`src/rtl/spi_byte_feeder.sv`:
```
// spi_byte_feeder: buffers {DC, byte} entries in a FIFO. It hands each byte
// to an 8-bit SPI transmitter with a one-cycle LOAD pulse, only when the
// transmitter is idle. After each transfer it inserts a programmable idle gap.
// DCX and SPI_IN change only on a pop, so both stay stable for a whole transfer.
module spi_byte_feeder #(
  parameter int DEPTH      = 16,  // FIFO entries, power of 2, >= 2
  parameter int GAP_CYCLES = 8    // idle clocks after BUSY falls; 0 = no gap
) (
  input  logic                     CLK_100MHz,
  input  logic                     RESET,
  input  logic                     WR_EN,
  input  logic [7:0]               WR_DATA,
  input  logic                     WR_DC,
  output logic                     FULL,
  output logic                     EMPTY,
  output logic [$clog2(DEPTH):0]   COUNT,
  output logic                     OVERFLOW,
  output logic                     DRAINED,
  output logic                     SPI_LOAD,
  output logic [7:0]               SPI_IN,
  input  logic                     SPI_BUSY,
  output logic                     DCX
);

  localparam int AW = $clog2(DEPTH);
  localparam int GW = (GAP_CYCLES > 1) ? $clog2(GAP_CYCLES) : 1;
  localparam logic [GW-1:0] GAP_LAST = GW'((GAP_CYCLES > 0) ? GAP_CYCLES - 1 : 0);
  localparam logic [AW:0]   DEPTH_C  = (AW + 1)'(DEPTH);

  typedef enum logic [2:0] {
    S_IDLE       = 3'd0,
    S_LOAD       = 3'd1,
    S_WAIT_START = 3'd2,
    S_WAIT_DONE  = 3'd3,
    S_GAP        = 3'd4
  } state_t;

  // Storage and FIFO bookkeeping
  logic [8:0]    r_mem [DEPTH];
  logic [AW-1:0] r_wr_ptr;
  logic [AW-1:0] r_rd_ptr;
  logic [AW:0]   r_count;
  logic          r_full;
  logic          r_empty;
  logic          r_overflow;

  // Transmitter-facing registers
  logic          r_spi_load;
  logic [7:0]    r_spi_in;
  logic          r_dcx;
  logic [GW-1:0] r_gap_cnt;

  state_t        r_state;
  state_t        w_next_state;

  logic          w_push;
  logic          w_pop;
  logic [AW:0]   w_count_next;

  // A write while FULL is dropped even if a pop frees a slot on the same edge.
  assign w_push = WR_EN && !r_full;
  // A pop only starts from IDLE once the transmitter has finished any transfer.
  assign w_pop  = (r_state == S_IDLE) && (r_count != '0) && !SPI_BUSY;

  // Occupancy after this edge, used for COUNT/FULL/EMPTY registers
  // NOTE: every signal assigned in always_comb gets a default first, so no latch is inferred.
  always_comb begin
    w_count_next = r_count;
    case ({w_push, w_pop})
      2'b10:   w_count_next = r_count + (AW + 1)'(1);
      2'b01:   w_count_next = r_count - (AW + 1)'(1);
      default: w_count_next = r_count;
    endcase
  end

  // FIFO array write port
  // NOTE: the storage array has no reset; pointers and COUNT define which entries are valid.
  always_ff @(posedge CLK_100MHz) begin
    if (w_push) begin
      r_mem[r_wr_ptr] <= {WR_DC, WR_DATA};
    end
  end

  // FIFO pointers, occupancy flags and sticky overflow
  // NOTE: sequential state uses non-blocking assignments only, so every register samples pre-edge values.
  always_ff @(posedge CLK_100MHz or posedge RESET) begin
    if (RESET) begin
      r_wr_ptr   <= '0;
      r_rd_ptr   <= '0;
      r_count    <= '0;
      r_full     <= 1'b0;
      r_empty    <= 1'b1;
      r_overflow <= 1'b0;
    end else begin
      if (w_push) r_wr_ptr <= r_wr_ptr + AW'(1);
      if (w_pop)  r_rd_ptr <= r_rd_ptr + AW'(1);
      if (WR_EN && r_full) r_overflow <= 1'b1;
      r_count <= w_count_next;
      r_full  <= (w_count_next == DEPTH_C);
      r_empty <= (w_count_next == '0);
    end
  end

  // Transmitter outputs: byte and DCX latch only on a pop, LOAD pulses for one cycle
  always_ff @(posedge CLK_100MHz or posedge RESET) begin
    if (RESET) begin
      r_spi_load <= 1'b0;
      r_spi_in   <= 8'h00;
      r_dcx      <= 1'b0;
    end else begin
      r_spi_load <= w_pop;
      if (w_pop) begin
        r_spi_in <= r_mem[r_rd_ptr][7:0];
        r_dcx    <= r_mem[r_rd_ptr][8];
      end
    end
  end

  // Gap counter: cleared while waiting for BUSY to fall, counts up during GAP
  always_ff @(posedge CLK_100MHz or posedge RESET) begin
    if (RESET) begin
      r_gap_cnt <= '0;
    end else if (r_state == S_WAIT_DONE) begin
      r_gap_cnt <= '0;
    end else if (r_state == S_GAP) begin
      r_gap_cnt <= r_gap_cnt + GW'(1);
    end
  end

  // State register
  always_ff @(posedge CLK_100MHz or posedge RESET) begin
    if (RESET) begin
      r_state <= S_IDLE;
    end else begin
      r_state <= w_next_state;
    end
  end

  // Next-state logic for the LOAD / wait / gap handshake
  always_comb begin
    w_next_state = r_state;
    case (r_state)
      S_IDLE:       if (w_pop) w_next_state = S_LOAD;
      S_LOAD:       w_next_state = S_WAIT_START;
      S_WAIT_START: if (SPI_BUSY) w_next_state = S_WAIT_DONE;
      S_WAIT_DONE:  if (!SPI_BUSY) w_next_state = (GAP_CYCLES == 0) ? S_IDLE : S_GAP;
      S_GAP:        if (r_gap_cnt == GAP_LAST) w_next_state = S_IDLE;
      default:      w_next_state = S_IDLE;
    endcase
  end

  assign FULL     = r_full;
  assign EMPTY    = r_empty;
  assign COUNT    = r_count;
  assign OVERFLOW = r_overflow;
  assign SPI_LOAD = r_spi_load;
  assign SPI_IN   = r_spi_in;
  assign DCX      = r_dcx;
  assign DRAINED  = r_empty && (r_state == S_IDLE) && !SPI_BUSY;

endmodule

```
`config.mk`:
```
export PLATFORM = sky130hd
export DESIGN_NAME = spi_byte_feeder
export DESIGN_NICKNAME = d
export VERILOG_FILES = /design/src/rtl/spi_byte_feeder.sv
export SDC_FILE = /design/constraint.sdc
export NUM_CORES = 1
export LEC_CHECK = 0
export BUFFER_PORTS_ARGS = -buffer_cell sky130_fd_sc_hd__buf_2
export CAP_MARGIN = 20
export CELL_PAD_IN_SITES_DETAIL_PLACEMENT = 1
export CELL_PAD_IN_SITES_GLOBAL_PLACEMENT = 2
export CORE_MARGIN = 4
export CORE_UTILIZATION = 47
export CTS_CLUSTER_SIZE = 10
export DETAILED_ROUTE_END_ITERATION = 10
export PLACE_DENSITY = 0.86
export SLEW_MARGIN = 20
export SYNTH_ARGS = -nofsm -noshare
export SYNTH_HDL_FRONTEND = slang
export SYNTH_SLANG_ARGS = --single-unit
```
`constraint.sdc`:
```
create_clock -name CLK_100MHz -period 3.9 [get_ports CLK_100MHz]
set_input_delay 0.195 -clock CLK_100MHz [delete_from_list [all_inputs] [get_ports CLK_100MHz]]
set_output_delay 0.195 -clock CLK_100MHz [all_outputs]
set_load 0.05 [all_outputs]
```
* After elaboration in Yosys (flattened, before gate mapping) *
Memories as Yosys holds them, arrays and structs flattened. A register that Yosys moved wholly into a read port is not among the register bits.
Cells that the tools add are included.

word-level totals
  register bits after elaboration = 23
  RAM bits = 144
  input bits = 13
  output and inout bits = 19
  memories kept = 1

memories
  name   words  bits a word  rd ports  clocked after memory_dff  wr ports  line  source
  r_mem  16     9            1         1                         1         39    logic [8:0] r_mem [DEPTH];

cells by class
  $add $sub $neg = 5
  equal/unequal tests = 12
  mux-type cells = 10
  reduce and logical (&&, ||, !) cells = 13

operator list
  operator                                              number
  2-to-1 mux 3 bit                                      6
  one-hot mux 3 bit (5 select lines)                    1
  one-hot mux 5 bit (2 select lines)                    1
  adder 4 x 1 -> 4 bit (second input constant)          2
  equality test 3 x 2 -> 1 bit (second input constant)  2
  equality test 3 bit (second input constant)           2
  logical AND 1 bit                                     6
  != test 2 bit (second input constant)                 3
  adder 5 x 1 -> 5 bit (second input constant)          1
  equality test 5 bit (second input constant)           1
  logical NOT 5 bit                                     1
  nonzero test 5 bit                                    1
  subtractor 5 x 1 -> 5 bit (second input constant)     1
  AND reduction 4 bit                                   1
  adder 3 x 1 -> 3 bit (second input constant)          1
  equality test 3 x 1 -> 1 bit (second input constant)  1
  logical NOT 3 bit                                     1
  equality test 2 x 1 -> 1 bit (second input constant)  1
  equality test 2 bit (second input constant)           1
  logical NOT 1 bit                                     2
  2-to-1 mux 1 bit                                      2
  != test 2 x 1 -> 1 bit (second input constant)        1
  nonzero test 2 bit                                    1

* Depth between registers and ports, before layout *
Gate-level depths: netlist of the first run.

  depth in word-level cells = 6
  gate-level depth with buffers = 10
  depth with buffers taken out = 9

* Worst setup path after synthesis of the first run *
No wires, ideal clock.

  path type = register to register
  start point = register r_count[1], in the netlist COUNT[1]
  end point = register r_empty, in the netlist EMPTY
  setup time = 0.096 ns
  data arrival time = 3.016 ns
  path slack = 0.788 ns
  stages on the path, launching flop included = 10
  path buffers = 0
  period minus slack after synthesis = 3.112 ns
  cells stage by stage = dfrtp_1 -> or4_1 -> o21ai_2 -> inv_1 -> ha_1 -> fa_1 -> a21o_1 -> a2111oi_0 -> nand4b_1 -> nor4bb_1

between the ends
  cells in the longest elaborated chain, start to end = 6
  elaborated cells between the ends (all ways) = 9
  classes of those cells = add/sub (2); eq/ne (2); mux (1); reduce/logical (4)

ends and longest elaborated chain
  element                                                                     line  source
  start, declared                                                             42    logic [AW:0] r_count;
  start signal, assigned                                                      98    r_count <= w_count_next;
  nonzero test 5 bit *                                                        63    assign w_pop = (r_state == S_IDLE) && (r_count != '0) && !SPI_BUSY;
  logical AND 1 bit * (2 in series)                                           63
  named net w_pop                                                             57    logic w_pop;
  equality test 2 x 1 -> 1 bit / equality test 2 bit (equally long branches)  69    case ({w_push, w_pop})
  one-hot mux 5 bit (2 select lines) *                                        69
  logical NOT 5 bit *                                                         100   r_empty <= (w_count_next == '0);
  end signal, assigned                                                        100
  end, declared                                                               44    logic r_empty;

Mark *: on every way through the listed nets, which the timed path passes. The rest lies on a longest branch.
A chain may end at the register's enable or synchronous reset.

* Worst setup path in the final report of the first run *
Same ends and word-level chain as after synthesis.

==> results.yml, run 1 <==
synth:
  synth_xor_area_share_pct: 0.985
  share_of_cell_area_taken_by_muxes_after_synthesis_pct: 13.0
  synth.largest_area_cell: "sky130_fd_sc_hd__edfxtp_1"
  netlist_top_cells_count: "144 x sky130_fd_sc_hd__edfxtp_1, 36 x sky130_fd_sc_hd__mux4_2, 31 x sky130_fd_sc_hd__dfrtp_1"
  synth.most_common_cell: "sky130_fd_sc_hd__edfxtp_1"
  synth.ff_latch_count: 176
  synthesis.instances: 388
  synthSimpleGateAreaFrac_pct: 5.01
  yosys.area_share.adder_pct: 2.22
  synth_enable_flop_cells: 144
  synth_area_sq_um: 7120
  synth_largest_type_area_fraction_pct: 60.8
  yosysWarnings: 0
  synth_compound_gate_area_share_pct: 4.59
  postSynthNetCount: 413
  library_cells_used_by_synthesis: 42
  dominant_register_cell_in_the_synthesized_netlist: "sky130_fd_sc_hd__edfxtp_1"
  synth-seq-area-share_pct: 72.0
  postSynth.asyncResetShare_pct: 18.2
  synth_top_family_by_area: "multiplexers"
  synth_area_per_cell_sq_um: 18.3
  netlist_top_cells_area: "sky130_fd_sc_hd__edfxtp_1 61%, sky130_fd_sc_hd__mux4_2 11%, sky130_fd_sc_hd__dfrtp_1 11%"
critical_path:
  number_of_buffer_and_inverter_instances_along_the_worst_setup_path: 1
  reg2reg_to: "EMPTY"
  critPathSlowestCell: "sky130_fd_sc_hd__or4_1"
  worst_path_top_cell_family_by_delay: "simple AND/OR/NAND/NOR gates"
  timing.critical_path.required_ps: 4220
  critPathKind: "reg2reg"
  crit_path_max_fanout: 7
  critPathLaunchType: "flip-flop"
  timing.critical_path.slowest_cell_delay_ps: 540
  endpoint_kind: "flip-flop"
  worstRegToRegCells: 9
  worst_path_cell_chain: "or4_1, o21ai_2, inv_1, ha_1, fa_1, a21o_1, a21oi_1, mux2i_1, nor4bb_1"
  critical_path_arrival_ps: 3460
  setup.reg_to_reg.worst_slack_ps: 770
  regToRegStartpoint: "COUNT[1]"
grt:
  gr-usage-all-layers_pct: 18.8
  grt_max_degree: 33
  grt_pass1_vias: 3890
  antenna_found_initial: 0
  global_route.overflow_total: 0
  grt_pass1_wl_mm: 23.1
place:
  gpl.final_weighted_congestion: 0.752
  detailed_place.area_sq_um: 7440
  io_buffers: 31
  detailed_placement_wirelength_estimate_mm: 9.18
  dp_slack_ps: 786
  placedCellCount: 590
final_layout:
  fillerInstances: 1315
  area_of_combinational_cells_with_multiple_inputs_sq_um: 1840
  utilization_pct: 54.9
  layout-drive-gt1-share_pct: 25.5
  flow.area_growth_from_synthesis_pct: 13.3
  final_cell_count_no_fill: 624
  antennaDiodeCount: 0
  area_taken_by_flip_flops_and_latches_sq_um: 5130
  final_nets: 452
  finish.instance_area_sq_um: 8060
clocking:
  cts_tree: "yes"
  cts_post_setup_buffers_inserted: 0
  cts-buffers-inserted: 17
  clk_path_buf_depth: 2
  cts.reportedPaths.clkPinSlew_ps: 60
  insertion_delay_ps: 420
  clkSinkCount: 176
  clockRootBuffer: "sky130_fd_sc_hd__clkbuf_16"
  htreeDepth: 4
  post_cts_resize_count: 0
power:
  cellInternalPower_mw: 4.18
  sw_frac_of_total_pct: 33.9
  clkPwrFrac_pct: 26.9
  p_leak_nw: 2.85
  post-layout-total-power_mw: 6.33
  vdd_drop_max_mv: 0.420
  power.net_switching_mw: 2.15
  seqPwrFrac_pct: 43.3
  power_per_cell_area_nw_per_um2: 785
  share_comb_of_total_power_pct: 29.9
sta:
  grt_setup_unrepaired: "no"
  fin_worst_hold_slack_ps: 20.7
  max_slew_headroom_pct: 29.4
  period_share_pct: 80.3
  maxClockFrequency_mhz: 319
  totalNegativeSetupSlack_ps: 0
  timing_worst_slew_pin_value_ps: 1050
  max_slew_violation_total_from_the_final_report: 0
  worst_setup_skew_after_layout_ps: 6.84
  finalWorstPathRequiredPeriod_ps: 3130
  finalHoldViolations: 0
  finalSetupViolations: 0
  worst_slack_ps: 769
detailed_routing:
  routed_wl_mm: 14.7
  vias: 3636
  detailedRoute.firstPassIterationCount: 4
  vias_per_cell: 5.83
  drt_iter0_markers: 264
  ant_nets: 0
  route.detailed.drc: 0
  drt-wirelength-per-cell_um: 23.6
die:
  floorplan.initialDensity_pct: 48.4
  fp.coreArea_sq_um: 14700
  area_enclosed_by_the_die_boundary_sq_um: 17200
  floorplan.die.width_um: 131
  floorplan.rows: 44
  floorplan.die.height_um: 131
  pin_count: 32
hold_path:
  min_delay_worst_endpoint: "r_state[2]"
  min_from: "SPI_BUSY"
  min-delay-path-class: "in2reg"
  worstHoldPathCells: 2
flow_run:
  max_cap_violations: 0
status:
  run_status: "complete, no violations"
-- final cells by class --
cell class | count | share of cell area [%]
Sequential cell | 176 | 63.6
Multi-Input combinational cell | 185 | 22.8
Clock buffer | 18 | 5.32
Timing Repair Buffer | 40 | 2.98
Tap cell | 184 | 2.86
Clock inverter | 14 | 2.08
Inverter | 7 | 0.326
-- power by group through the flow --
stage	clock (mW)	combinational (mW)	sequential (mW)
CTS	1.73	1.92	2.74
global route	1.82	2.06	2.78
floorplan	0	1.36	2.81
finish	1.70	1.89	2.74
detailed placement	0	1.90	2.78
global placement	0	1.84	2.75
-- kinds of logic (layout without fill, tap and decap cells) --
kind of cell / after synthesis / count (layout)
flops: 176 / 176
simple gates: 71 / 71
compound gates: 47 / 47
mux: 47 / 47
buf+inv: 27 / 79
fa+ha+maj: 12 / 12
xor+xnor: 8 / 8
-- cell usage in the layout (no fill, tap or decap), types with 3 or more instances in the layout --
| master | count |
|---|---|
| sky130_fd_sc_hd__clkinvlp_4 | 5 |
| sky130_fd_sc_hd__nand2_1 | 18 |
| sky130_fd_sc_hd__mux2i_1 | 10 |
| sky130_fd_sc_hd__a211o_1 | 9 |
| sky130_fd_sc_hd__bufinv_16 | 3 |
| sky130_fd_sc_hd__o21ai_0 | 4 |
| sky130_fd_sc_hd__mux4_2 | 36 |
| sky130_fd_sc_hd__nor3_1 | 6 |
| sky130_fd_sc_hd__buf_2 | 31 |
| sky130_fd_sc_hd__ha_1 | 11 |
| sky130_fd_sc_hd__nand3_1 | 3 |
| sky130_fd_sc_hd__clkbuf_16 | 17 |
| sky130_fd_sc_hd__edfxtp_1 | 144 |
| sky130_fd_sc_hd__nand2b_1 | 3 |
| sky130_fd_sc_hd__nor2b_1 | 11 |
| sky130_fd_sc_hd__a22o_1 | 9 |
| sky130_fd_sc_hd__dfrtp_1 | 29 |
| sky130_fd_sc_hd__a21oi_1 | 16 |
| sky130_fd_sc_hd__xnor2_1 | 8 |
| sky130_fd_sc_hd__buf_4 | 6 |
| sky130_fd_sc_hd__clkinv_4 | 3 |
| sky130_fd_sc_hd__inv_1 | 7 |
| sky130_fd_sc_hd__nor2_1 | 16 |
-- worst max path at each step --
stage                   from     to  slack (ps)  depth (start not counted)
global placement    COUNT[1]  EMPTY         910                          9
global route        COUNT[1]  EMPTY         590                          9
finish              COUNT[1]  EMPTY         770                          9
CTS                 COUNT[1]  EMPTY         780                          9
floorplan           COUNT[1]  EMPTY         790                          9
detailed placement  COUNT[1]  EMPTY         790                          9
-- repair_timing --
| item | CTS | global route |
|---|---|---|
| setup endpoints to repair | 0 | 0 |
| hold buffers | 2 | 0 |
| endpoints found under the hold margin | 32 | 0 |
-- registers in the layout, summed over array words and instances (netlist names) --
signal	flops
COUNT	5
DCX	1
EMPTY	1
FULL	1
OVERFLOW	1
SPI_IN	8
SPI_LOAD	1
r_gap_cnt	3
r_mem	144
r_rd_ptr	4
r_state	3
r_wr_ptr	4
-- layer usage --
layer	GRT usage [%]	vias up	wire (um)
met5	0	-	0
met4	6.59	0	244
met3	3.97	17	473
met2	30.5	86	7620
met1	25.5	1921	6410
li1	-	1612	-
Power figures use the tool's default switching activity.
==> run 2: changes to the inputs <==
Clock period 3.9 ns to 3.2 ns, I/O delays scaled along.
==> results.yml, run 2 (same netlist as run 1, synthesis figures left out) <==
clocking:
  insertion_delay_ps: 430
  cts.reportedPaths.clkPinSlew_ps: 70
  htreeDepth: 4
  cts-buffers-inserted: 17
  clkSinkCount: 176
  clockRootBuffer: "sky130_fd_sc_hd__clkbuf_16"
  cts_tree: "yes"
  clk_path_buf_depth: 2
power:
  sw_frac_of_total_pct: 33.8
  power_per_cell_area_nw_per_um2: 954
  clkPwrFrac_pct: 27.1
  share_comb_of_total_power_pct: 32.4
  vdd_drop_max_mv: 0.477
  seqPwrFrac_pct: 40.5
  p_leak_nw: 2.95
  cellInternalPower_mw: 5.18
  power.net_switching_mw: 2.65
  post-layout-total-power_mw: 7.83
place:
  gpl.final_weighted_congestion: 0.743
  detailed_placement_wirelength_estimate_mm: 9.37
  io_buffers: 31
detailed_routing:
  vias: 3710
  drt-wirelength-per-cell_um: 23.1
  drt_iter0_markers: 238
  detailedRoute.firstPassIterationCount: 4
  routed_wl_mm: 14.8
  ant_nets: 0
  route.detailed.drc: 0
  vias_per_cell: 5.81
grt:
  grt_pass1_wl_mm: 23.3
  grt_max_degree: 40
  global_route.overflow_total: 0
  antenna_found_initial: 0
  grt_pass1_vias: 3987
  gr-usage-all-layers_pct: 18.9
hold_path:
  min-delay-path-class: "in2reg"
  worstHoldPathCells: 1
  min_from: "WR_DATA[7]"
  min_delay_worst_endpoint: "r_mem[5][7]"
die:
  pin_count: 32
  floorplan.initialDensity_pct: 48.4
  fp.coreArea_sq_um: 14700
  area_enclosed_by_the_die_boundary_sq_um: 17200
  floorplan.rows: 44
  floorplan.die.width_um: 131
  floorplan.die.height_um: 131
critical_path:
  timing.critical_path.slowest_cell_delay_ps: 540
  reg2reg_to: "EMPTY"
  setup.reg_to_reg.worst_slack_ps: 230
  crit_path_max_fanout: 7
  critPathSlowestCell: "sky130_fd_sc_hd__or4_1"
  critical_path_arrival_ps: 3310
  timing.critical_path.required_ps: 3540
  number_of_buffer_and_inverter_instances_along_the_worst_setup_path: 1
  critPathLaunchType: "flip-flop"
  endpoint_kind: "flip-flop"
  worst_path_top_cell_family_by_delay: "simple AND/OR/NAND/NOR gates"
  regToRegStartpoint: "COUNT[4]"
  critPathKind: "reg2reg"
  worstRegToRegCells: 9
  worst_path_cell_chain: "or4_1, o21ai_2, inv_1, ha_2, fa_1, a21o_1, a21oi_1, mux2i_1, nor4bb_2"
flow_run:
  max_cap_violations: 0
final_layout:
  flow.area_growth_from_synthesis_pct: 15.3
  layout-drive-gt1-share_pct: 27.5
  mostFrequentLayoutCell: "sky130_fd_sc_hd__edfxtp_1"
  area_of_combinational_cells_with_multiple_inputs_sq_um: 1850
  largest_register_ffs: 144
  fillerInstances: 1310
  utilization_pct: 55.8
  final_nets: 467
  layout_common_cells: "144 x sky130_fd_sc_hd__edfxtp_1, 36 x sky130_fd_sc_hd__mux4_2, 31 x sky130_fd_sc_hd__buf_2, 30 x sky130_fd_sc_hd__dfrtp_1, 19 x sky130_fd_sc_hd__buf_4"
  area_taken_by_flip_flops_and_latches_sq_um: 5130
  antennaDiodeCount: 0
  top_reg_by_flops: "r_mem"
sta:
  max_slew_headroom_pct: 31.1
  totalNegativeSetupSlack_ps: 0
  max_slew_violation_total_from_the_final_report: 0
  maxClockFrequency_mhz: 337
  fin_worst_hold_slack_ps: 120
  timing_worst_slew_pin_value_ps: 1030
  finalWorstPathRequiredPeriod_ps: 2970
  worst_setup_skew_after_layout_ps: 10.1
  finalSetupViolations: 0
  period_share_pct: 92.8
  finalHoldViolations: 0
status:
  run_status: "complete, no violations"
-- run 2: changes by cell type in the layout (fill, tap and decap cells not counted), moves of 2 or more --
cell | previous run | this run
sky130_fd_sc_hd__inv_6 | 0 | 3
sky130_fd_sc_hd__inv_8 | 0 | 2
sky130_fd_sc_hd__clkinv_2 | 2 | 0
sky130_fd_sc_hd__buf_4 | 6 | 19
sky130_fd_sc_hd__clkinvlp_4 | 5 | 1
-- run 2: metrics by stage --
stage	std cells	worst slack, ps	cell area [sq um]
after floorplan	388	87.8	7120
after global placement	601	219	7520
after detailed placement	602	105	7530
after CTS	637	87.6	8170
after global routing	639	-23.9	8200
final	639	231	8200
-- run 2: worst max path at each step --
stage / from / end / slack, ps / depth (start not counted)
2_1_floorplan: COUNT[1] / EMPTY / 90 / 9
4_1_cts: COUNT[4] / EMPTY / 90 / 9
5_1_grt: COUNT[4] / EMPTY / -20 / 9
6_report: COUNT[4] / EMPTY / 230 / 9
3_3_place_gp: COUNT[4] / EMPTY / 220 / 9
3_5_place_dp: COUNT[4] / EMPTY / 110 / 9
-- run 2: final cells by class --
| type | count | share of cell area (%) |
|---|---|---|
| clock buffer | 18 | 5.23 |
| clock inverter | 14 | 2.20 |
| inverter | 7 | 0.320 |
| multi-input combinational | 185 | 22.5 |
| sequential | 176 | 62.5 |
| tap | 184 | 2.81 |
| timing repair buffer | 55 | 4.42 |
-- run 2: power by group through the flow --
stage / logic [mW] / clock network, mW / registers (mW)
3_5_place_dp: 2.51 / 0 / 3.22
4_1_cts: 2.54 / 2.16 / 3.18
6_report: 2.54 / 2.12 / 3.17
2_1_floorplan: 1.66 / 0 / 3.43
3_3_place_gp: 2.45 / 0 / 3.19
5_1_grt: 2.76 / 2.27 / 3.22
-- run 2: repair_timing --
item | 4_1_cts | 5_1_grt
hold endpoints to repair | 16 | 0
hold buffers | 3 | 0
setup buffers | 0 | 2
gates resized for setup | 0 | 4
endpoints found under the setup margin | 0 | 3
-- run 2: layer usage --
metal	share of wire, %	wire, um	up-vias	track usage (%)
met5	0	0	-	0
met4	1.4	205	0	5.81
met3	4.8	712	15	4.21
met2	52	7740	89	32.0
met1	41	6120	1960	24.8
li1	-	-	1646	-
==> run 3: changes to the inputs <==
Settings changed: PLACE_DENSITY 0.86 to 0.76.
==> results.yml, run 3 (same netlist as run 1, synthesis figures left out) <==
critical_path:
  critPathLaunchType: "flip-flop"
  crit_path_max_fanout: 7
  endpoint_kind: "flip-flop"
  critPathSlowestCell: "sky130_fd_sc_hd__or4_1"
  critPathKind: "reg2reg"
  critical_path_arrival_ps: 3360
  timing.critical_path.slowest_cell_delay_ps: 560
  worst_path_top_cell_family_by_delay: "simple AND/OR/NAND/NOR gates"
  worst_path_cell_chain: "or4_1, o21ai_2, inv_1, ha_2, fa_1, a21o_1, a2111oi_4, nand4b_1, nor4bb_1"
  regToRegStartpoint: "COUNT[4]"
  number_of_buffer_and_inverter_instances_along_the_worst_setup_path: 1
  setup.reg_to_reg.worst_slack_ps: 160
  worstRegToRegCells: 9
  timing.critical_path.required_ps: 3520
  reg2reg_to: "EMPTY"
detailed_routing:
  route.detailed.drc: 0
  detailedRoute.firstPassIterationCount: 4
  drt-wirelength-per-cell_um: 22.8
  routed_wl_mm: 14.7
  vias: 3644
  ant_nets: 0
  vias_per_cell: 5.66
  drt_iter0_markers: 238
place:
  detailed_placement_wirelength_estimate_mm: 9.13
  dp_slack_ps: 32.9
  gpl.final_weighted_congestion: 0.749
  io_buffers: 31
  detailed_place.area_sq_um: 7570
sta:
  max_slew_violation_total_from_the_final_report: 0
  worst_setup_skew_after_layout_ps: 8.73
  fin_worst_hold_slack_ps: 114
  totalNegativeSetupSlack_ps: 0
  finalHoldViolations: 0
  max_slew_headroom_pct: 44.5
  finalWorstPathRequiredPeriod_ps: 3040
  worst_slack_ps: 158
  maxClockFrequency_mhz: 329
  timing_worst_slew_pin_value_ps: 832
  period_share_pct: 95.1
  finalSetupViolations: 0
die:
  pin_count: 32
  floorplan.die.height_um: 131
  floorplan.rows: 44
  floorplan.die.width_um: 131
  fp.coreArea_sq_um: 14700
  floorplan.initialDensity_pct: 48.4
  area_enclosed_by_the_die_boundary_sq_um: 17200
clocking:
  cts.reportedPaths.clkPinSlew_ps: 70
  cts_tree: "yes"
  clkSinkCount: 176
  clockRootBuffer: "sky130_fd_sc_hd__clkbuf_16"
  cts-buffers-inserted: 17
  clk_path_buf_depth: 2
  htreeDepth: 4
  insertion_delay_ps: 430
final_layout:
  finish.instance_area_sq_um: 8210
  largest_register_ffs: 144
  mostFrequentLayoutCell: "sky130_fd_sc_hd__edfxtp_1"
  final_nets: 472
  layout-drive-gt1-share_pct: 28.3
  top_reg_by_flops: "r_mem"
  antennaDiodeCount: 0
  fillerInstances: 1318
  layout_common_cells: "144 x sky130_fd_sc_hd__edfxtp_1, 36 x sky130_fd_sc_hd__mux4_2, 31 x sky130_fd_sc_hd__buf_2, 30 x sky130_fd_sc_hd__dfrtp_1, 25 x sky130_fd_sc_hd__buf_4"
  flow.area_growth_from_synthesis_pct: 15.4
status:
  run_status: "complete, no violations"
hold_path:
  worstHoldPathCells: 1
  min_from: "WR_DATA[7]"
  min_delay_worst_endpoint: "r_mem[9][7]"
  min-delay-path-class: "in2reg"
power:
  vdd_drop_max_mv: 0.705
  p_leak_nw: 2.96
  power_per_cell_area_nw_per_um2: 944
grt:
  grt_pass1_wl_mm: 22.6
  gr-usage-all-layers_pct: 18.6
  grt_pass1_vias: 3900
  global_route.overflow_total: 0
  grt_max_degree: 37
  antenna_found_initial: 0
flow_run:
  max_cap_violations: 0
==> run 3: per-layer routing <==
layer / GRT usage, % / share of wire (%)
met2: 30.7 / 51
met1: 24.7 / 43
met4: 4.90 / 0.77
met5: 0 / 0
met3: 4.86 / 4.4
==> run 3: timing repair <==
action	in CTS	in global routing
endpoints found under the setup margin	0	3
hold buffers	3	0
resized for setup	0	4
endpoints found under the hold margin	21	0
buffers inserted	0	1
==> run 3: how the worst max path moves through the flow <==
stage	cells after the start	startpoint	to	slack (ps)
after floorplan	9	COUNT[1]	EMPTY	90
after global placement	9	COUNT[4]	EMPTY	230
after detailed placement	9	COUNT[4]	EMPTY	30
after CTS	9	COUNT[4]	EMPTY	20
after global routing	9	COUNT[4]	EMPTY	-60
final	9	COUNT[4]	EMPTY	160
==> run 3: power breakdown <==
| part | internal (mW) | total, mW | switching, mW |
|---|---|---|---|
| logic | 1.07 | 2.56 | 1.49 |
| clock network | 1.16 | 2.04 | 0.882 |
| registers | 2.87 | 3.16 | 0.288 |
==> run 3: final cells by class <==
| class | count | area (sq um) | share of cell area, % |
|---|---|---|---|
| sequential | 176 | 5130 | 62.4 |
| multi-input combinational | 185 | 1850 | 22.6 |
| timing repair buffer | 60 | 393 | 4.78 |
| clock inverter | 14 | 154 | 1.87 |
| clock buffer | 18 | 429 | 5.22 |
| tap | 184 | 230 | 2.80 |
| inverter | 7 | 26.3 | 0.320 |
==> run 3: metrics by stage <==
stage	std cells	util [%]	power (mW)
3_3_place_gp	608	51.5	5.68
5_1_grt	644	55.9	8.18
4_1_cts	643	55.7	7.82
2_1_floorplan	388	-	5.09
6_report	644	55.9	7.75
3_5_place_dp	608	51.5	5.76
